### config.mk
export PLATFORM = sky130hd
export DESIGN_NAME = arrow_scheduler
export DESIGN_NICKNAME = d
export VERILOG_FILES = /design/src/rtl/ddr_pkg.sv /design/src/rtl/lfsr6.sv /design/src/rtl/arrow_scheduler.sv
export SDC_FILE = /design/constraint.sdc
export NUM_CORES = 1
export LEC_CHECK = 0
export ABC_AREA = 1
export CORE_MARGIN = 4
export CORE_UTILIZATION = 30
export CTS_CLUSTER_DIAMETER = 60
export DETAILED_ROUTE_END_ITERATION = 10
export SLEW_MARGIN = 10
export SYNTH_ARGS = -nofsm -noshare
export SYNTH_HDL_FRONTEND = slang
export SYNTH_SLANG_ARGS = --single-unit
### constraint.sdc
create_clock -name clk -period 7.3 [get_ports clk]
set_input_delay 2.19 -clock clk [delete_from_list [all_inputs] [get_ports clk]]
set_output_delay 2.19 -clock clk [all_outputs]
set_load 0.02 [all_outputs]
### src/rtl/ddr_pkg.sv
// Shared types and helpers for the arrow scheduler.
// LFSR step and lane-code mapping live here so every user agrees on them.
package ddr_pkg;

  localparam int LANE_W       = 4;
  localparam int LFSR_W       = 6;
  localparam int REST_THRESH  = 4;
  localparam int ARROW_MOD    = 10;
  localparam int ARROW_BEAT_W = 8;

  typedef enum logic [1:0] {
    IDLE,
    RUN,
    DRAIN
  } state_e;

  typedef struct packed {
    logic [LANE_W-1:0]       lanes;
    logic [ARROW_BEAT_W-1:0] beat;
  } arrow_t;

  function automatic logic [LFSR_W-1:0] lfsr_next(
    input logic [LFSR_W-1:0] q
  );
    return {q[4:0], q[5] ^ q[4]};
  endfunction

  function automatic logic [LFSR_W-1:0] arrow_code(
    input logic [LFSR_W-1:0] v
  );
    return v % LFSR_W'(ARROW_MOD);
  endfunction

endpackage

### src/rtl/lfsr6.sv
// 6-bit Fibonacci LFSR with seed load and step enable.
// A zero seed would lock the register, so it is loaded as 6'h01.
module lfsr6
  import ddr_pkg::*;
(
  input  logic              clk,
  input  logic              rst,
  input  logic              load,
  input  logic [LFSR_W-1:0] seed,
  input  logic              step,
  output logic [LFSR_W-1:0] q
);

  logic [LFSR_W-1:0] q_q, q_d;

  always_comb begin
    q_d = q_q;
    if (load) begin
      q_d = (seed == '0) ? LFSR_W'(1) : seed;
    end else if (step) begin
      q_d = lfsr_next(q_q);
    end
  end

  always_ff @(posedge clk or posedge rst) begin
    if (rst) q_q <= LFSR_W'(1);
    else     q_q <= q_d;
  end

  assign q = q_q;

endmodule

### src/rtl/arrow_scheduler.sv
// Turns beat ticks plus LFSR output into a queued stream of arrow events.
// Build with ARROW_NO_REPEAT_EN to bump a lane that repeats the last pushed one.
module arrow_scheduler
  import ddr_pkg::*;
#(
  parameter int DEPTH      = 4,
  parameter int NUM_ARROWS = 32,
  parameter int BEAT_W     = ARROW_BEAT_W
) (
  input  logic              clk,
  input  logic              rst,
  input  logic              start,
  input  logic              stop,
  input  logic [LFSR_W-1:0] seed,
  input  logic              beat_tick,
  output logic              arrow_valid,
  input  logic              arrow_ready,
  output logic [LANE_W-1:0] arrow_lanes,
  output logic [BEAT_W-1:0] arrow_beat,
  output logic              busy,
  output logic              done,
  output logic              dropped
);

  localparam int AW = $clog2(DEPTH);
  localparam int CW = $clog2(NUM_ARROWS + 1);

  state_e            state_q, state_d;
  logic [LFSR_W-1:0] lfsr_q, lfsr_nxt, code;
  logic [BEAT_W-1:0] beat_q, beat_d;
  logic [CW-1:0]     issued_q, issued_d;
  logic              dropped_q, dropped_d;
  logic [AW:0]       wr_q, wr_d, rd_q, rd_d;
  arrow_t            mem_q [DEPTH];
  arrow_t            head, wdata;
  logic [LANE_W-1:0] lanes_raw, lanes_sel;
  logic go, flush, all_issued, tick_ok;
  logic is_arrow, empty, full, pop, push, drop;

  assign go         = (state_q == IDLE) && start && !stop;
  assign flush      = go || stop;
  assign all_issued = (issued_q == CW'(NUM_ARROWS));
  assign tick_ok    = (state_q == RUN) && beat_tick
                    && !all_issued && !stop;

  lfsr6 u_lfsr (
    .clk  (clk),
    .rst  (rst),
    .load (go),
    .seed (seed),
    .step (tick_ok),
    .q    (lfsr_q)
  );

  assign lfsr_nxt  = lfsr_next(lfsr_q);
  assign code      = arrow_code(lfsr_nxt);
  assign is_arrow  = code < LFSR_W'(REST_THRESH);
  assign lanes_raw = LANE_W'(1) << code[1:0];

`ifdef ARROW_NO_REPEAT_EN
  logic [LANE_W-1:0] last_q, last_d;

  assign lanes_sel = (lanes_raw == last_q)
                   ? LANE_W'(1) << (code[1:0] + 2'd1)
                   : lanes_raw;

  always_comb begin
    last_d = last_q;
    if (go)        last_d = '0;
    else if (push) last_d = lanes_sel;
  end

  always_ff @(posedge clk or posedge rst) begin
    if (rst) last_q <= '0;
    else     last_q <= last_d;
  end
`else
  assign lanes_sel = lanes_raw;
`endif

  assign empty = (wr_q == rd_q);
  assign full  = (wr_q[AW] != rd_q[AW])
              && (wr_q[AW-1:0] == rd_q[AW-1:0]);
  assign pop   = !empty && arrow_ready;
  // A full FIFO still takes a push when the head leaves that cycle.
  assign push  = tick_ok && is_arrow && (!full || pop);
  assign drop  = tick_ok && is_arrow && full && !pop;

  assign head  = mem_q[rd_q[AW-1:0]];
  assign wdata = '{lanes: lanes_sel,
                   beat:  ARROW_BEAT_W'(beat_q)};

  always_comb begin
    beat_d    = beat_q;
    issued_d  = issued_q;
    dropped_d = dropped_q;
    wr_d      = wr_q;
    rd_d      = rd_q;
    if (flush) begin
      wr_d = '0;
      rd_d = '0;
      if (go) begin
        beat_d    = '0;
        issued_d  = '0;
        dropped_d = 1'b0;
      end
    end else begin
      if (pop)  rd_d = rd_q + (AW+1)'(1);
      if (push) wr_d = wr_q + (AW+1)'(1);
      if (drop) dropped_d = 1'b1;
      if (tick_ok) begin
        beat_d = beat_q + BEAT_W'(1);
        if (is_arrow) issued_d = issued_q + CW'(1);
      end
    end
  end

  always_ff @(posedge clk or posedge rst) begin
    if (rst) begin
      beat_q    <= '0;
      issued_q  <= '0;
      dropped_q <= 1'b0;
      wr_q      <= '0;
      rd_q      <= '0;
    end else begin
      beat_q    <= beat_d;
      issued_q  <= issued_d;
      dropped_q <= dropped_d;
      wr_q      <= wr_d;
      rd_q      <= rd_d;
    end
  end

  always_ff @(posedge clk) begin
    if (push) mem_q[wr_q[AW-1:0]] <= wdata;
  end

  always_ff @(posedge clk or posedge rst) begin
    if (rst) state_q <= IDLE;
    else     state_q <= state_d;
  end

  always_comb begin
    state_d = state_q;
    unique case (state_q)
      IDLE:  if (go) state_d = RUN;
      RUN:   if (stop) state_d = IDLE;
             else if (all_issued) state_d = DRAIN;
      DRAIN: if (stop || empty) state_d = IDLE;
      default: state_d = IDLE;
    endcase
  end

  always_comb begin
    busy = (state_q != IDLE);
    done = (state_q == DRAIN) && empty && !stop;
  end

  assign arrow_valid = !empty;
  assign arrow_lanes = empty ? '0 : head.lanes;
  assign arrow_beat  = empty ? '0 : BEAT_W'(head.beat);
  assign dropped     = dropped_q;

endmodule

# Yosys cells after proc, flatten, opt, wreduce, memory -nomap -nowiden
# Memories as Yosys holds them, arrays and structs flattened.
# Index checks and enable logic that the tools add are counted.
[classes]
order_cmp = 1
n_mux = 26
reduce_logical = 34
bitwise_logic = 1
n_div = 1
eq_ne = 10
n_shift = 1
addsub = 4
[ops]
columns = ["cell", "n"]
rows = [
  ["6-bit 2-to-1 mux", 7],
  ["8-bit 2-to-1 mux", 4],
  ["2-bit nonzero test", 7],
  ["1-bit logical AND", 13],
  ["3-bit 2-to-1 mux", 4],
  ["8-bit by 1-bit adder with 8-bit output, second input constant", 1],
  ["2-bit 2-to-1 mux", 4],
  ["3-bit by 1-bit adder with 3-bit output, second input constant", 2],
  ["6-bit by 1-bit adder with 6-bit output, second input constant", 1],
  ["6-bit equality test, second input constant", 1],
  ["6-bit logical NOT", 1],
  ["6-bit by 3-bit less-than comparator with 1-bit output, second input constant", 1],
  ["6-bit by 4-bit modulo with 6-bit output, second input constant", 1],
  ["2-bit != test, second input constant", 3],
  ["2-bit one-hot mux with 3 select lines", 1],
  ["3-bit AND reduction", 2],
  ["1-bit logical NOT", 5],
  ["1-bit 2-to-1 mux", 5],
  ["4-bit 2-to-1 mux", 1],
  ["2-bit AND reduction", 2],
  ["1-bit by 2-bit << shifter with 4-bit output, first input constant", 1],
  ["3-bit equality test", 1],
  ["1-bit logical OR", 3],
  ["3-bit != test, second input constant", 1],
  ["other kinds (6)", 6],
]
[totals]
in_bits = 12
ff_bits = 29
out_inout_bits = 16
n_memories = 1
ram_bits = 48
word_cells = 86
[memory_table]
columns = ["name", "depth", "word_bits", "read_ports", "rd_clocked_by_memory_dff", "write_ports", "line", "source"]
rows = [
  ["mem_q", 4, 12, 1, 0, 1, "arrow_scheduler.sv:34", "arrow_t mem_q [DEPTH];"],
]

# Depth between registers and ports, before layout
[depth]
ltp_word = 9
mapped_depth = 19

# By module
# From an unflattened synthesis, not the netlist that was laid out.
[unflattened]
cells_unflattened = 401
hier_area_um2 = 3824.9
[modules_own_cells]
columns = ["mod", "instances", "cells_per_inst", "area_each_um2"]
rows = [
  ["arrow_scheduler", 1, 358, 3490.8],
  ["lfsr6", 1, 43, 334.1],
]

# Worst setup path after synthesis
# Ideal clock, no wire load.
[synth_path]
path_kind = "input to output"
startpoint = "in stop"
endpoint = "out done"
path_stages = 3
n_path_buf = 0
t_arrival_ps = 2736
path_slack_ps = 2374
path_cell_list = "inv_1 -> nand3_1 -> nor2_1"
[synth_via]
elab_chain_len = 2
[synth_rtl]
columns = ["item", "line", "source"]
rows = [
  ["start, declared", "arrow_scheduler.sv:13", "input logic stop,"],
  ["1-bit logical NOT", "arrow_scheduler.sv:156", "done = (state_q == DRAIN) && empty && !stop;"],
  ["1-bit logical AND", "arrow_scheduler.sv:156", ""],
  ["end, declared", "arrow_scheduler.sv:21", "output logic done,"],
]
# No other way between the ends.

# Worst setup path in the final report
# Same ends and word-level chain as after synthesis.

==> results.toml <==
[floorplanning]
start_util_pct = 30.6
dieHeight_um = 121
die_x_um = 121
fp-row-count = 41
dieArea_um2 = 14700
coreArea_um2 = 12600
num_io_pins = 28

[sta]
period_share_pct = 80.9
final.setup_skew_ns = 0.00656
worstMarginPinSlew_ns = 0.841
relSlewSlack_pct = 44.0
fmax_ghz = 0.169
min_period_ns = 5.90
finalSetupViolCount = 0
grt_setup_unrepaired = "no"
tns_ns = 0
slew_violations = 0
finalHoldViolations = 0

[global_routing]
first_global_vias = 2669
track_usage_pct = 11.0
grt_max_degree = 30
grt_pass1_wl_mm = 12.8
grt_overflow_total = 0
antenna_found_initial = 0

[clocking]
clock-root-buffer = "clkbuf_16"
clk_latency_ns = 0.33
cts_tree = "built"
cts.sinks = 77
post_cts_buffers = 0
cts_max_level = 3
cts_max_path_buffers = 2
cts.clk_slew.worst_paths_ns = 0.06
cts_hold_buffers = 0
cts_buffers = 9
ctsResizeCount = 0

[synth]
synth_fp_nets = 426
ys.flop_type = "edfxtp_1"
yosysTopAreaCell = "edfxtp_1"
synth-seq-cells = 77
synth_top_area_share_pct = 37.5
avgSynthCellArea_um2 = 9.50
ys_seq_area_share_pct = 56.4
synth_edf_count = 48
synth_cells = 405
syn_area_um2 = 3850
synth_area_leaders = "edfxtp_1 (37%), dfrtp_1 (18%), nand2_1 (7.0%)"
synth_warnings = 0
async_reset_ff_share_pct = 37.7
synth_cell_types = 40

[setup_path]
cp_cell_sequence = "clkdlybuf4s50_1 -> inv_1 -> nand3_1 -> nor2_1 -> clkdlybuf4s50_1"
required_ns = 5.11
critPathCaptureType = "output port"
crit_path_frequent_cell = "clkdlybuf4s50_1"
path_class = "in -> out"
crit_fanout = 8
critPathMaxStageDelay_ns = 0.63
path_delay_family = "buffers and inverters"
start_kind = "input pin"
cpMaxStageDelayCell = "clkdlybuf4s50_1"
critPathArrivalTime_ns = 3.71
critPathBufInv = 3

[placed_design]
hpwl_mm = 5.00
place.gp.congestion = 0.758
io_buffers = 27

[detailed_routing]
postRouteWirelength_mm = 7.43
drc = 0
final_antenna_net_count = 0
drtIter0Drc = 75
drt_first_pass_iters = 4
wl_per_cell_um = 12.1
viasPerCell = 4.46
vias = 2737

[pwr]
power_uw = 1490
p_per_area_nw_per_um2 = 324
ir_drop_v = 0.000170
p_leak_uw = 0.00197

[layout]
syn_to_final_growth_pct = 19.7
drive_gt1_share_pct = 13.3
diodes = 0
nNetsFinal = 458
n_fill_cell = 1253

[min_path]
timing.hold.worst.class = "reg -> reg"

[status]
status = "completed"

[flow_run]
maxCapViolCount = 0
cells in the mapped netlist, types with 2 or more instances:
library cell  count
nor2_2            2
nor2_1           63
nor3_1            5
nand2_4           4
xnor2_1           4
dfrtp_1          28
inv_2            10
nand3_1          17
o211ai_1          2
a21oi_1           6
o32ai_1          12
o31ai_1           2
nand3_2           5
ha_1              9
nand2_2           9
clkbuf_1          8
nand4_1           6
o21ai_1           2
nand2_1          72
o21ai_0          21
nor4_1            4
xor2_1            6
inv_1            44
edfxtp_1         48
logic make-up (layout without fill, tap and decap cells):
| group | Yosys count | after routing | synth area share [%] |
|---|---|---|---|
| AND/OR/NAND/NOR | 190 | 190 | 22.7 |
| adder cells (fa/ha/maj) | 9 | 9 | 2.93 |
| flip-flops | 77 | 77 | 56.4 |
| XOR/XNOR | 11 | 11 | 2.70 |
| AO/OA/AOI/OAI | 50 | 50 | 8.36 |
| buffers and inverters | 68 | 105 | 6.93 |
final timing paths:
check | start | end | slack (ns) | cells after the start
max in group asynchronous | rst | u_lfsr.q[0] | 4.75 | 3
max | stop | done | 1.40 | 5
max reg2reg | rd_q[1] | mem_q[3][1] | 4.39 | 8
min | rd_q[2] | rd_q[2] | 0.48 | 1
min reg2reg | rd_q[2] | rd_q[2] | 0.48 | 1
min in group asynchronous | rst | u_lfsr.q[5] | 2.24 | 3
final cells by class:
class                   count  area (um2)  share of cell area, %
flip-flops and latches     77        2170                   47.1
multi-input cells         260        1410                   30.7
clock inverters             7        56.3                   1.22
inverters                  56         211                   4.59
clock buffers               9         225                   4.89
repair buffers             33         315                   6.85
well taps                 172         215                   4.68
cell usage in the layout (no fill, tap or decap), types with 10 or more instances in the layout:
cell type and instances:
clkdlybuf4s50_1 27, dfrtp_1 28, edfxtp_1 48, inv_1 44, inv_2 10, nand2_1 72, nand3_1 17, nor2_1 63
o21ai_0 21, o32ai_1 12
power by group:
group          switching (uW)  leakage [uW]  internal (uW)  total, uW
registers                46.2      0.000827            547        593
clock network             177      0.000137            234        411
logic                     322       0.00100            167        489
state kept, by name, summed over array words and instances, names as in the netlist:
register and count:
u_lfsr.q 6, rd_q 3, beat_q 8, issued_q 6, dropped 1, state_q 2, wr_q 3, mem_q 48
layer usage:
metal	share of wire [%]	wire, um	track usage [%]
met1	47	3500	13.8
met2	49	3620	19.1
met3	3.5	259	2.19
met4	0.51	38	3.78
met5	0	0	0
worst reg2reg max path, delay by kind of cell (launching register included):
kind                      cells  cell delay (ns)
xor gates and xnor gates      1             0.20
DFF                           1             0.89
AOI/OAI and AO/OA             1             0.08
and+or+nand+nor               5             1.19
buffers and inverters         1             0.24
per-stage QoR:
stage               worst slack [ns]  instances  area (um2)  util [%]  hold WS (ns)
floorplan                       2.37        405        3850         -         0.454
global placement                1.42        598        4320      34.4         0.477
detailed placement              1.41        598        4320      34.4         0.479
CTS                             1.39        614        4600      36.6         0.486
global route                    1.24        614        4600      36.6         0.507
finish                          1.40        614        4600      36.6         0.484
(Power assumes the default switching activity.)
==> variant: new RTL, config.mk and constraints unchanged <==
The package constant `LANE_W` goes from 4 to 5.
--- a/src/rtl/ddr_pkg.sv
+++ b/src/rtl/ddr_pkg.sv
@@ -2,7 +2,7 @@
 // LFSR step and lane-code mapping live here so every user agrees on them.
 package ddr_pkg;
 
-  localparam int LANE_W       = 4;
+  localparam int LANE_W       = 5;
   localparam int LFSR_W       = 6;
   localparam int REST_THRESH  = 4;
   localparam int ARROW_MOD    = 10;
Ports: changed (resized arrow_lanes); port bits go from 28 to 29. The function was not compared with the original's and may differ.
==> variant against the original RTL <==
Clock skew barely moved; sequential cell count is the same; final area down 1.7%; area after synthesis shrank 1.8%; setup slack improved by 20 ps; wire length is 1.2% higher; critical path depth unchanged; global-route usage down 0.28 points; power is 15% lower; highest routed layer unchanged; clock power up 14%.
==> variant: results (changes against the original RTL) <==
| Metric | Value |
|---|---|
| Status | finished clean |
| Placed Cells | 562 (-6.0%) |
| Crit path DAT | 3690 ps (-20 ps) |
| Largest net degree at the start of global routing | 30 (unchanged) |
| Syn_nets | 397 (-6.8%) |
| Hpwl dp | 5050 um (+0.87%) |
| Dpl ws | 1390 ps (-20.1 ps) |
| Synth area leaders | edfxtp_1, dfrtp_1, nor2_1 |
| 1st-pass router iterations | 5 (+1) |
| Layout cells sized above 1 | 0.124 (-0.00909) |
| Worst Tran Pin Value | 1140 ps (+300 ps) |
| DR iter-0 viols | 123 (+64%) |
| Met3 WL | 287 um (+11%) |
| Crit path max-delay family | buffers and inverters |
| Routed via count | 2,642 (-3.5%) |
| Worst VDD drop | 130 uV (-23%) |
| GP Congestion | 0.811 (+7.0%) |
| WL final | 7520 um (+1.2%) |
| Seq/Total Area, Yosys | 0.574 (+0.0101) |
| Commonest cells in the netlist | nor2_1, nand2_1, edfxtp_1, inv_1, dfrtp_1 |
| Lkg Pwr | 1.88 nW (-4.3%) |
| Post-Place Cell Area | 4210 um2 (-2.6%) |
| M1 WL | 3600 um (+2.6%) |
| Post-synthesis cell type count | 50 (+25%) |
| Rows | 40 (-2.4%) |
| GRT Util Overall | 0.108 (-0.00279) |
| Clk_skew | 6.18 ps (-0.379 ps) |
| Routed wl met2 | 3540 um (-2.3%) |
| Via count of the first global-routing pass | 2,516 (-5.7%) |
| Fin nets | 425 (-7.2%) |
==> variant: cell types whose count changed after synthesis, sizes merged, moves of 2 or more <==
cell,change
nand3,-5
clkbuf,-2
xor2,-4
a21oi,+2
nand2,-20
o221ai,+4
nand4,-3
xnor2,+3
buf,+2
nor3b,+2
o211ai,-2
nor4,-3
inv,-6
==> variant: path summary, 6_finish.rpt <==
| path | cells past startpoint | slack, ps | endpoint |
|---|---|---|---|
| max reg2reg | 7 | 3950 | mem_q[3][0] |
| max in group asynchronous | 3 | 4740 | u_lfsr.q[0] |
| min reg2reg | 1 | 470 | rd_q[2] |
| min | 1 | 470 | rd_q[2] |
| max | 5 | 1420 | done |
| min in group asynchronous | 3 | 2240 | issued_q[1] |
==> variant: cells by family (layout without fill, tap and decap cells) <==
group | Yosys count | count (layout) | share of synthesized area
xor+xnor | 10 | 10 | 0.0232
mux | 1 | 1 | 0.00265
fa+ha+maj | 8 | 8 | 0.0265
other cells | 1 | 1 | 0.000992
compound gates | 56 | 56 | 0.101
buf+inv | 63 | 96 | 0.0689
simple gates | 161 | 161 | 0.203
flops | 77 | 77 | 0.574
==> variant: report_power, final <==
part | internal (mW) | switching, mW | total [mW]
combinational | 0.0912 | 0.159 | 0.251
sequential | 0.512 | 0.0310 | 0.543
clock | 0.299 | 0.170 | 0.468
==> variant: final cells by class <==
| class | instances | area [um2] |
|---|---|---|
| fill | 1211 | 7640 |
| sequential | 77 | 2170 |
| multi-input combinational | 237 | 1350 |
| timing repair buffer | 29 | 285 |
| clock buffer | 10 | 229 |
| tap | 168 | 210 |
| inverter | 51 | 194 |
| clock inverter | 6 | 87.6 |
==> variant: routing by layer <==
metal,global-route usage,up-vias
met4,0.0319,0
met2,0.177,56
li1,-,1324
met1,0.144,1254
met3,0.0225,8
met5,0,-
